**config.mk**
```make
export PLATFORM = sky130hd
export DESIGN_NAME = hm01b0_pixel_ingest
export DESIGN_NICKNAME = d
export VERILOG_FILES = /design/src/rtl/hm01b0_pixel_ingest.sv
export SDC_FILE = /design/constraint.sdc
export NUM_CORES = 1
export LEC_CHECK = 0
export CORE_MARGIN = 2
export CORE_UTILIZATION = 50
export CTS_CLUSTER_DIAMETER = 40
export DETAILED_ROUTE_END_ITERATION = 12
export HOLD_SLACK_MARGIN = 0.06
export PLACE_DENSITY = 0.74
export SLEW_MARGIN = 10
export SYNTH_ARGS = -nofsm -noshare
export SYNTH_HDL_FRONTEND = slang
export SYNTH_SLANG_ARGS = --single-unit
```
**constraint.sdc**
```tcl
create_clock -name clock -period 1.61 [get_ports clock]
set_input_delay 0.161 -clock clock [delete_from_list [all_inputs] [get_ports clock]]
set_output_delay 0.161 -clock clock [all_outputs]
set_load 0.005 [all_outputs]
```
**src/rtl/hm01b0_pixel_ingest.sv**
```systemverilog
// HM01B0 parallel pixel ingest: synchronizes the camera bus into the system clock
// and writes each 8-row strip into five 8x8-MCU-ordered block RAMs, double-buffered.
module hm01b0_pixel_ingest (
  input  logic       clock,
  input  logic       nreset,
  input  logic       hm01b0_pixclk,
  input  logic [7:0] hm01b0_pixdata,
  input  logic       hm01b0_hsync,
  input  logic       hm01b0_vsync,
  output logic [2:0] output_block_select,
  output logic       frontbuffer_select,
  output logic [8:0] output_write_addr,
  output logic [7:0] output_pixval,
  output logic       wren
);

  localparam logic [8:0] LINE_PIXELS = 9'd320;

  // Bus layout inside the synchronizer: {pixclk, hsync, vsync, pixdata[7:0]}
  logic [10:0] sync1_q;
  logic [10:0] sync2_q;
  logic [2:0]  sync3_q;

  logic       pclk_rise_s;
  logic       hs_fall_s;
  logic       vs_rise_s;
  logic       pix_evt_s;
  logic       line_end_s;
  logic [7:0] pix_data_s;

  logic [8:0] x_q, x_d;
  logic [2:0] row_q, row_d;

  logic       pend_wr_q, pend_wr_d;
  logic [2:0] pend_blk_q, pend_blk_d;
  logic [8:0] pend_addr_q, pend_addr_d;
  logic [7:0] pend_data_q, pend_data_d;
  logic       pend_tog_q, pend_tog_d;

  logic       wren_q;
  logic       fb_q;
  logic [2:0] blk_q;
  logic [8:0] addr_q;
  logic [7:0] data_q;

  // Two-flop synchronizer for the whole bus plus an edge-detect delay on the strobes
  always_ff @(posedge clock or negedge nreset) begin
    if (!nreset) begin
      sync1_q <= 11'd0;
      sync2_q <= 11'd0;
      sync3_q <= 3'd0;
    end else begin
      sync1_q <= {hm01b0_pixclk, hm01b0_hsync, hm01b0_vsync, hm01b0_pixdata};
      sync2_q <= sync1_q;
      sync3_q <= sync2_q[10:8];
    end
  end

  assign pclk_rise_s = sync2_q[10] & ~sync3_q[2];
  assign hs_fall_s   = ~sync2_q[9] & sync3_q[1];
  assign vs_rise_s   = sync2_q[8] & ~sync3_q[0];
  assign pix_evt_s   = pclk_rise_s & sync2_q[9] & sync2_q[8];
  assign line_end_s  = hs_fall_s & sync2_q[8];
  assign pix_data_s  = sync2_q[7:0];

  // Pixel is captured with the old x/row before any end-of-line or start-of-frame update
  always_comb begin
    x_d         = x_q;
    row_d       = row_q;
    pend_wr_d   = 1'b0;
    pend_blk_d  = pend_blk_q;
    pend_addr_d = pend_addr_q;
    pend_data_d = pend_data_q;
    pend_tog_d  = 1'b0;
    if (pix_evt_s) begin
      if (x_q < LINE_PIXELS) begin
        pend_wr_d   = 1'b1;
        pend_blk_d  = x_q[8:6];
        pend_addr_d = {x_q[5:3], row_q, x_q[2:0]};
        pend_data_d = pix_data_s;
        x_d         = x_q + 9'd1;
      end else begin
        x_d = x_q;
      end
    end else begin
      x_d = x_q;
    end
    if (line_end_s) begin
      x_d        = 9'd0;
      row_d      = row_q + 3'd1;
      pend_tog_d = (row_q == 3'd7);
    end else begin
      row_d = row_q;
    end
    if (vs_rise_s) begin
      x_d        = 9'd0;
      row_d      = 3'd0;
      pend_tog_d = 1'b0;
    end else begin
      pend_tog_d = pend_tog_d;
    end
  end

  // Counter and capture stage
  always_ff @(posedge clock or negedge nreset) begin
    if (!nreset) begin
      x_q         <= 9'd0;
      row_q       <= 3'd0;
      pend_wr_q   <= 1'b0;
      pend_blk_q  <= 3'd0;
      pend_addr_q <= 9'd0;
      pend_data_q <= 8'd0;
      pend_tog_q  <= 1'b0;
    end else begin
      x_q         <= x_d;
      row_q       <= row_d;
      pend_wr_q   <= pend_wr_d;
      pend_blk_q  <= pend_blk_d;
      pend_addr_q <= pend_addr_d;
      pend_data_q <= pend_data_d;
      pend_tog_q  <= pend_tog_d;
    end
  end

  // Registered RAM-side outputs; address/data hold until the next write
  always_ff @(posedge clock or negedge nreset) begin
    if (!nreset) begin
      wren_q <= 1'b0;
      fb_q   <= 1'b0;
      blk_q  <= 3'd0;
      addr_q <= 9'd0;
      data_q <= 8'd0;
    end else begin
      wren_q <= pend_wr_q;
      if (pend_wr_q) begin
        blk_q  <= pend_blk_q;
        addr_q <= pend_addr_q;
        data_q <= pend_data_q;
      end
      if (pend_tog_q) begin
        fb_q <= ~fb_q;
      end
    end
  end

  assign wren                = wren_q;
  assign frontbuffer_select  = fb_q;
  assign output_block_select = blk_q;
  assign output_write_addr   = addr_q;
  assign output_pixval       = data_q;

endmodule

```
# Word-level counts from Yosys, hierarchy flattened
# Index checks and enable logic that the tools add are counted.
# op_classes
n_eq_ne,1
n_reduce_logical,5
muxes,10
n_bitwise,10
n_addsub,2
magnitude_cmp,1
# ops
op,n
9-bit two-way mux,4
9-bit by 1-bit adder with 9-bit output (second input constant),1
9-bit less-than comparator (second input constant),1
1-bit bitwise AND,6
3-bit two-way mux,2
3-bit nonzero test,2
1-bit two-way mux,4
1-bit NOT,4
2-bit AND reduction,2
3-bit by 1-bit adder with 3-bit output (second input constant),1
3-bit == test (second input constant),1
2-bit nonzero test,1
# word_totals
register_bits,81
wordCells,44
output_inout_bits,22

# Depth between registers and ports, before layout
# Gate-level depths: netlist (run 1).
# depth
ltp_word,7
ltp_mapped,7
depth_no_buf,5

# Worst setup path before layout (run 1)
# Ideal clock, no wire load.
# synth_path
path_kind,reg2reg
start,register sync3_q[2]
end,register pend_data_q[0]
path_stages_with_launch,7
path_slack_ns,0.183
required_ns,1.485
arrival_ns,1.303
path_cell_list,dfrtp_1 > and4b_1 > buf_6 > nand2_4 > inv_2 > buf_6 > mux2_2
# synth_between
elab_chain_len,5
# synth_rtl
element,line_no,text
"start, declared",22,logic [2:0] sync3_q;
"start signal, assigned",55,sync3_q <= sync2_q[10:8];
1-bit NOT,59,assign pclk_rise_s = sync2_q[10] & ~sync3_q[2];
1-bit bitwise AND,59,
1-bit bitwise AND (2 in series),62,assign pix_evt_s = pclk_rise_s & sync2_q[9] & sync2_q[8];
2-bit AND reduction (no source line),n/a,
"end signal, assigned",120,pend_data_q <= pend_data_d;
"end, declared",37,"logic [7:0] pend_data_q, pend_data_d;"
# Every way passes these cells.
# A chain may end at the register's enable or synchronous reset.

# Worst setup path after layout (run 1)
# layout_path
start,register sync3_q[2]
end,register x_q[4]
# layout_between
elab_chain_len,6
# layout_rtl
element,line_no,text
1-bit NOT,59,
1-bit bitwise AND,59,
1-bit bitwise AND (2 in series),62,
3-bit nonzero test (no source line),n/a,
2-bit AND reduction (no source line),n/a,
"end signal, assigned",107,x_q <= 9'd0;
"end signal, assigned",115,x_q <= x_d;
"end, declared",31,"logic [8:0] x_q, x_d;"
# Every way passes these cells.

==> qor.log, run 1 <==
INFO  place          portBuffers=34
INFO  power_and_ir_drop ir_drop=794.3uV
INFO  power_and_ir_drop seq_power_share=0.541
INFO  sta            final_cycle_share=0.9459
INFO  clocking       clock_insertion_delay_worst_skew=0.34ns
INFO  finish         layout.cell_area.non_filler=3528um2
INFO  sta            layout_min_cycle_time=1.523ns
INFO  yosys          yosys_warnings=0
INFO  grt            first_global_vias=1642
INFO  route          totalWireLength=4641um
INFO  die            die_h=79.65um
INFO  die            area_of_the_die=6344um2
INFO  finish         num-fill-cells=405
INFO  clocking       clkSinkCount=81
INFO  power_and_ir_drop cellInternalPower=3388uW
INFO  clocking       cts.reportedPaths.clkPinSlew=0.07ns
INFO  place          gpl_wtd_cong=0.8589
INFO  yosys          syn_nets=193
INFO  sta            slew-limit-headroom=0.6957
INFO  sta            final_max_slew_viol_count=0
INFO  sta            fin_skew=0.004895ns
INFO  worst_hold_path hold_path_class=primary input to flop
INFO  clocking       postCtsSetupBuffers=0
INFO  worst_setup_path r2r_setup_slack=0.09ns
INFO  route          dr_total_vias=1548
INFO  yosys          ys_seq_area_frac=0.7084
INFO  sta            report.final.hold_viol_count=0
INFO  route          detailed_route_wire_length_per_cell=15.42um
INFO  grt            grt_antenna_before_repair=0
INFO  finish         post_layout_nonfiller_instances=301
INFO  clocking       cts_htree_levels=3
INFO  worst_setup_path worst_ep_arrival_time=1.79ns
INFO  route          drt-initial-drc-count=67
INFO  route          detail_route.vias_per_cell=5.143
INFO  yosys          postSynthAreaPerCell=16.17um2
INFO  sta            achievable-frequency=656.6MHz
INFO  finish         antenna-diode-count=0
INFO  clocking       cts_tree=built
INFO  place          dp_slack=0.09904ns
INFO  power_and_ir_drop leakage=0.001654uW
INFO  power_and_ir_drop net_switching_power_of_the_design=914.0uW
INFO  finish         area_overhead_vs_synth=23.31%
INFO  die            coreArea=5507um2
INFO  worst_setup_path timing_worst_setup_path_type=flop to flop
INFO  power_and_ir_drop power_switching_share=0.2124
INFO  power_and_ir_drop power_per_unit_of_standard_cell_area=1219nW/um2
INFO  place          dp.final_hpwl=3158um
INFO  sta            worst_slack=0.08707ns
INFO  yosys          netlist-cell-type-count=27
INFO  sta            grt_setup_unrepaired=no
INFO  grt            grt_max_degree=45
INFO  sta            setup_violations=0
INFO  yosys          synth_area=2861um2
INFO  worst_setup_path timing.critical_path.required=1.87ns
INFO  sta            worstMarginPinSlew=0.4517ns
INFO  die            io_pins=35
INFO  power_and_ir_drop p_clk_frac=0.349
INFO  grt            globalRouteOverflowTotal=0
INFO  run_status     result_of_the_run=complete, no violations
INFO  worst_setup_path endpoint_kind=flop
INFO  die            initial_utilization=0.5197
INFO  grt            global_route_wire_length_before_repair=8038um
INFO  yosys          yosys_register_bits=81
INFO  worst_setup_path critical_path_peak_fanout=7
INFO  grt            gr-usage-all-layers=0.1739
INFO  worst_setup_path worst_setup_path_start_kind=flop
INFO  job            maxCapViolations=0
INFO  die            rows=27
INFO  clocking       cts_root_buffer=sky130_fd_sc_hd__clkbuf_8
INFO  place          post_placement_cell_count=284
INFO  clocking       buffers_from_clock_root_to_sink_at_most=2
INFO  clocking       numCtsBuffers=9
INFO  place          placed_area=3309um2
INFO  sta            timing.setup.tns=0ns
INFO  die            die_x=79.65um
INFO  power_and_ir_drop comb_power_share=0.110
INFO  finish         final_nets=240
INFO  yosys          netlist_instances=177
INFO  route          dr.pass1.iters=4
INFO  route          remaining_drc_errors=0
INFO  route          postRouteAntennaNets=0
INFO  finish         layout-drive-gt1-share=0.2926
## synthesized netlist by cell type
| cell type | n | area, um2 |
|---|---|---|
| sky130_fd_sc_hd__mux2_2 | 40 | 450.4 |
| sky130_fd_sc_hd__nand2_1 | 3 | 11.26 |
| sky130_fd_sc_hd__and4_1 | 1 | 8.760 |
| sky130_fd_sc_hd__o21a_1 | 1 | 7.510 |
| sky130_fd_sc_hd__xnor2_1 | 1 | 8.760 |
| sky130_fd_sc_hd__and3_1 | 2 | 12.51 |
| sky130_fd_sc_hd__o21ai_0 | 3 | 15.01 |
| sky130_fd_sc_hd__or3_1 | 3 | 18.77 |
| sky130_fd_sc_hd__and2_1 | 2 | 12.51 |
| sky130_fd_sc_hd__and3_2 | 1 | 7.510 |
| sky130_fd_sc_hd__and4b_1 | 1 | 10.01 |
| sky130_fd_sc_hd__xor2_1 | 5 | 43.79 |
| sky130_fd_sc_hd__a21oi_1 | 2 | 10.01 |
| sky130_fd_sc_hd__nand2_4 | 1 | 11.26 |
| sky130_fd_sc_hd__nor2b_1 | 1 | 6.260 |
| sky130_fd_sc_hd__buf_6 | 3 | 33.78 |
| sky130_fd_sc_hd__nand3_1 | 4 | 20.02 |
| sky130_fd_sc_hd__o21ai_4 | 1 | 16.27 |
| sky130_fd_sc_hd__nand4_1 | 4 | 25.02 |
| sky130_fd_sc_hd__inv_2 | 1 | 3.750 |
| sky130_fd_sc_hd__ha_1 | 3 | 37.54 |
| sky130_fd_sc_hd__inv_1 | 2 | 7.510 |
| sky130_fd_sc_hd__a22o_1 | 2 | 17.52 |
| sky130_fd_sc_hd__clkbuf_1 | 3 | 11.26 |
| sky130_fd_sc_hd__a2bb2oi_1 | 1 | 8.760 |
| sky130_fd_sc_hd__dfrtp_1 | 81 | 2027 |
| sky130_fd_sc_hd__nor2_1 | 5 | 18.77 |
## power groups by stage
stage | Combinational [uW] | Sequential (uW) | Clock, uW
CTS | 486 | 2340 | 1540
floorplan | 175 | 2350 | 0
global placement | 465 | 2360 | 0
global route | 515 | 2360 | 1640
finish | 474 | 2330 | 1500
detailed placement | 480 | 2370 | 0
## layout make-up
cell class              count  area, um2  area share
clock buffers              14      172.7     0.04894
clock inverters             2      35.03    0.009929
inverters                   3      11.26    0.003191
multi-input cells          87      778.2      0.2206
flip-flops and latches     81       2028      0.5748
well taps                  72      90.09     0.02553
repair buffers             42      412.9      0.1170
## worst max-delay path, cell delays in order (launching register included)
cell	delay, ns
sky130_fd_sc_hd__dfrtp_1	0.36
sky130_fd_sc_hd__and4b_1	0.31
sky130_fd_sc_hd__nand2_4	0.11
sky130_fd_sc_hd__buf_4	0.18
sky130_fd_sc_hd__or3_1	0.34
sky130_fd_sc_hd__a21oi_1	0.15
## worst paths after layout
check	cells after the start	to	startpoint
setup reg to reg	5	x_q[4]	sync3_q[2]
hold reg to reg	0	sync2_q[7]	sync1_q[7]
setup / recovery	5	x_q[4]	sync3_q[2]
hold / removal	1	sync1_q[4]	hm01b0_pixdata[4]
min in group asynchronous	2	pend_blk_q[0]	nreset
max in group asynchronous	3	output_pixval[0]	nreset
## cells in the final DEF (no fill, tap or decap), drive strengths merged
| cell | instances |
|---|---|
| dlygate4sd3 | 1 |
| and2 | 2 |
| clkdlybuf4s50 | 33 |
| a2bb2oi | 1 |
| inv | 3 |
| nor2 | 5 |
| or3 | 3 |
| bufinv | 1 |
| and4b | 1 |
| nor2b | 1 |
| mux2 | 40 |
| a21oi | 2 |
| nand3 | 4 |
| o21ai | 4 |
| ha | 3 |
| clkbuf | 14 |
| o21a | 1 |
| buf | 8 |
| and4 | 1 |
| a22o | 2 |
| and3 | 3 |
| xor2 | 5 |
| nand4 | 4 |
| xnor2 | 1 |
| nand2 | 4 |
| clkinv | 1 |
| dfrtp | 81 |
## sequential cells by signal (all words and copies together), names as in the netlist
register	cells
frontbuffer_select	1
output_block_select	3
output_pixval	8
output_write_addr	9
pend_addr_q	9
pend_blk_q	3
pend_data_q	8
pend_tog_q	1
pend_wr_q	1
row_q	3
sync1_q	11
sync2_q	11
sync3_q	3
wren	1
x_q	9
## per-layer routing
metal | part of all wire | wire [um] | GRT usage | vias up
met2 | 0.51 | 2387 | 0.2773 | 41
met1 | 0.43 | 1974 | 0.2163 | 789
met5 | 0 | 0 | 0 | -
li1 | - | - | - | 710
met4 | 0.014 | 66 | 0.08276 | 0
met3 | 0.046 | 212 | 0.05430 | 8
## cell families after synthesis
kind of cell	Yosys count	share of synthesized area
buffers and inverters	9	0.01968
DFF	81	0.7084
muxes	40	0.1574
and+or+nand+nor	28	0.05684
adders and majority gates	3	0.01312
AOI/OAI and AO/OA	10	0.02624
xor gates and xnor gates	6	0.01836
## timing repair
action                                  in CTS  in global routing
resized for setup                            0                  1
hold buffers                                 1                  0
endpoints found under the setup margin       0                  3
hold endpoints to repair                    32                  0
## metrics by stage
| step | hold WS (ns) | utilization | power (uW) |
|---|---|---|---|
| after global placement | 0.1252 | 0.6010 | 2820 |
| after detailed placement | 0.1436 | 0.6010 | 2851 |
| after global routing | 0.2353 | 0.6408 | 4513 |
| after floorplan | -0.1346 | - | 2523 |
| final | 0.2508 | 0.6408 | 4302 |
| after CTS | 0.2340 | 0.6405 | 4363 |
Note: power is estimated with default switching activity, not from simulation.
==> run 2, diff against run 1 <==
--- a/config.mk
+++ b/config.mk
@@ -5,12 +5,13 @@
 export SDC_FILE = /design/constraint.sdc
 export NUM_CORES = 1
 export LEC_CHECK = 0
-export CORE_MARGIN = 2
+export CORE_MARGIN = 5
 export CORE_UTILIZATION = 50
 export CTS_CLUSTER_DIAMETER = 40
 export DETAILED_ROUTE_END_ITERATION = 12
 export HOLD_SLACK_MARGIN = 0.06
 export PLACE_DENSITY = 0.74
+export SETUP_SLACK_MARGIN = 0.3
 export SLEW_MARGIN = 10
 export SYNTH_ARGS = -nofsm -noshare
 export SYNTH_HDL_FRONTEND = slang
==> run 2 against run 1 <==
  * Global-route usage shrank 1.4 points
  * Critical path type unchanged
  * Critical endpoint is now x_q[8]
  * Total power rose by 6.0%
  * Clock skew is 0.0068 ns higher
  * Sequential share of layout area fell by 3.9 points
  * Clock power grew 18%
==> qor.log, run 2 (synthesis results as in run 1) <==
INFO  grt            global_route.usage.met3=0.05572 [+0.001417]
INFO  finish         layout-drive-gt1-share=0.3710 [+0.07839]
INFO  grt            global_route_wire_length_before_repair=8907um [+11%]
INFO  die            area_of_the_die=7336um2 [+16%]
INFO  place          dp.final_hpwl=3191um [+1.1%]
INFO  worst_setup_path critical_path_peak_fanout=4 [-3]
INFO  sta            layout_min_cycle_time=1.451ns [-0.07176 ns]
INFO  finish         multi_input_area=849.6um2 [+9.2%]
INFO  place          post_placement_cell_count=283 [-0.35%]
INFO  clocking       clkSinkCount=81 [unchanged]
INFO  sta            achievable-frequency=689.1MHz [+4.9%]
INFO  run_status     result_of_the_run=complete, no violations
INFO  die            rows=27 [unchanged]
INFO  finish         most_frequent_cells_in_the_layout=sky130_fd_sc_hd__dfrtp_1 (79), sky130_fd_sc_hd__mux2_2 (25), sky130_fd_sc_hd__dlygate4sd2_1 (22), sky130_fd_sc_hd__buf_4 (20), sky130_fd_sc_hd__mux2_4 (15)
INFO  route          totalWireLength=5290um [+14%]
INFO  grt            gr-usage-all-layers=0.1597 [-0.01421]
INFO  sta            worstMarginPinSlew=0.4907ns [+0.03907 ns]
INFO  grt            grt_max_degree=40 [-11%]
INFO  power_and_ir_drop power_per_unit_of_standard_cell_area=1205nW/um2 [-1.2%]
INFO  route          detailed_route_wire_length_per_cell=16.53um [+7.2%]
INFO  finish         post_layout_nonfiller_instances=320 [+6.3%]
INFO  route          drt-initial-drc-count=119 [+78%]
INFO  worst_setup_path cpMaxStageDelayCell=sky130_fd_sc_hd__dfrtp_2
INFO  finish         area.sequential=2029um2 [about the same]
INFO  route          detail_route.vias_per_cell=5.066 [-1.5%]
INFO  route          postRouteAntennaNets=0 [unchanged]
INFO  finish         mostFrequentLayoutCell=sky130_fd_sc_hd__dfrtp_1
INFO  route          remaining_drc_errors=0 [unchanged]
INFO  grt            top_usage_layer=met2
INFO  worst_setup_path worst_path_largest_cell_delay=0.44ns [+0.08 ns]
INFO  sta            worst_slack=0.1588ns [+0.07176 ns]
INFO  worst_setup_path timing.critical_path.required=1.88ns [about the same]
INFO  die            coreArea=5540um2 [+0.61%]
INFO  finish         area_overhead_vs_synth=32.27%
INFO  clocking       buffers_from_clock_root_to_sink_at_most=2 [unchanged]
INFO  worst_hold_path hold_path_class=primary input to flop
INFO  clocking       cts.reportedPaths.clkPinSlew=0.08ns [about the same]
INFO  power_and_ir_drop power.total=4559uW [+6.0%]
INFO  worst_setup_path worst_ep_arrival_time=1.72ns [-0.07 ns]
INFO  finish         fin_util=0.6832 [+0.04239]
INFO  place          gpl_wtd_cong=0.7640 [-11%]
INFO  die            io_pins=35 [unchanged]
INFO  place          portBuffers=34 [unchanged]
INFO  sta            slew-limit-headroom=0.6728 [-0.02286]
INFO  sta            grt_setup_unrepaired=yes
INFO  sta            report.final.hold_viol_count=0 [unchanged]
INFO  route          dr_total_vias=1621 [+4.7%]
INFO  sta            final_cycle_share=0.9013 [-0.04457]
INFO  grt            grt_antenna_before_repair=0 [unchanged]
INFO  sta            final_max_slew_viol_count=0 [unchanged]
INFO  finish         num-fill-cells=387 [-4.4%]
INFO  clocking       cts_root_buffer=sky130_fd_sc_hd__clkbuf_8
INFO  finish         reg.largest.list=sync1_q x11, sync2_q x11
INFO  clocking       cts_htree_levels=3 [unchanged]
INFO  finish         final_nets=259 [+7.9%]
INFO  power_and_ir_drop ir_drop=668.7uV [-16%]
INFO  sta            fin_skew=0.01166ns [+0.006762 ns]
INFO  die            die_h=85.65um [+7.5%]
INFO  power_and_ir_drop leakage=0.001899uW [+15%]
INFO  worst_setup_path endpoint_kind=flop
INFO  sta            setup_violations=0 [unchanged]
INFO  job            maxCapViolations=0 [unchanged]
INFO  grt            gr-usage-met2=0.2528 [-0.02449]
INFO  die            initial_utilization=0.5165 [-0.003169]
INFO  worst_setup_path timing_worst_setup_path_type=flop to flop
INFO  die            die_x=85.65um [+7.5%]
INFO  grt            globalRouteOverflowTotal=0 [unchanged]
INFO  place          dp_slack=0.07011ns [-0.02893 ns]
INFO  sta            timing.setup.tns=0ns [unchanged]
INFO  finish         antenna-diode-count=0 [unchanged]
INFO  grt            met1_usage=0.1982 [-0.01814]
INFO  clocking       cts_tree=built
INFO  clocking       numCtsBuffers=9 [unchanged]
INFO  worst_setup_path timing.critical_path.cells=o21ai_4, buf_4, nand3_2, or3_1, o21ai_1
INFO  route          dr.pass1.iters=4 [unchanged]
INFO  worst_setup_path worst_setup_path_start_kind=flop
INFO  clocking       clock_insertion_delay_worst_skew=0.35ns [about the same]
INFO  grt            first_global_vias=1819 [+11%]
==> run 2: cell types whose count changed in the layout (fill, tap and decap cells not counted), sizes merged <==
cell,change
clkdlybuf4s50,-22
dlygate4sd2,+22
buf,+18
clkbuf,-3
bufinv,+2
clkinv,+1
clkinvlp,+1
==> run 2: critical path: cells and delay by family, from the launching register on <==
kind            cells  cell delay, ns
flops               1            0.44
compound gates      2            0.33
simple gates        2            0.44
buf+inv             1            0.16
==> run 2: power by group <==
group	switching (uW)	internal, uW
sequential	102	2230
clock	697	1070
combinational	169	295
==> run 2: layout make-up <==
class                           count  share of cell area
Multi-Input combinational cell     87              0.2245
Tap cell                           72             0.02380
Timing Repair inverter              1            0.002314
Inverter                            3            0.006281
Sequential cell                    81              0.5362
Clock inverter                      5             0.02711
Clock buffer                       11             0.03736
Timing Repair Buffer               60              0.1425
==> run 2: path summary, 6_finish.rpt <==
path / startpoint / to / slack, ns / depth (start not counted)
max: x_q[6] / x_q[8] / 0.16 / 5
min: hm01b0_pixdata[0] / sync1_q[0] / 0.24 / 1
min in group asynchronous: nreset / pend_blk_q[2] / 0.33 / 2
max reg2reg: x_q[6] / x_q[8] / 0.16 / 5
max in group asynchronous: nreset / x_q[7] / 0.74 / 3
min reg2reg: sync1_q[8] / sync2_q[8] / 0.35 / 0
==> run 2: what timing repair did <==
| action | in CTS | in global routing |
|---|---|---|
| endpoints found under the setup margin | 44 | 28 |
| hold buffers | 1 | 0 |
| endpoints found under the hold margin | 37 | 0 |
| setup buffers | 14 | 5 |
| gates resized for setup | 34 | 6 |
| pin swaps | 5 | 2 |
| gates cloned | 0 | 1 |
==> run 2: metal layers <==
layer,wire length (um),up-vias
met1,2322,833
met2,2613,36
li1,-,741
met5,0,-
met3,270,11
met4,82,0
==> run 2: per-stage QoR <==
stage / hold slack [ns] / cell area (um2)
CTS: 0.2306 / 3712
finish: 0.2441 / 3785
global placement: 0.1477 / 3349
detailed placement: 0.1596 / 3349
global route: 0.2196 / 3785
floorplan: -0.1346 / 2913
==> run 3, diff against run 2 <==
--- a/config.mk
+++ b/config.mk
@@ -5,6 +5,7 @@
 export SDC_FILE = /design/constraint.sdc
 export NUM_CORES = 1
 export LEC_CHECK = 0
+export CAP_MARGIN = 10
 export CORE_MARGIN = 5
 export CORE_UTILIZATION = 50
 export CTS_CLUSTER_DIAMETER = 40
==> results of run 3 <==
No change in the layout: final DEF, timing and power equal those of run 2.
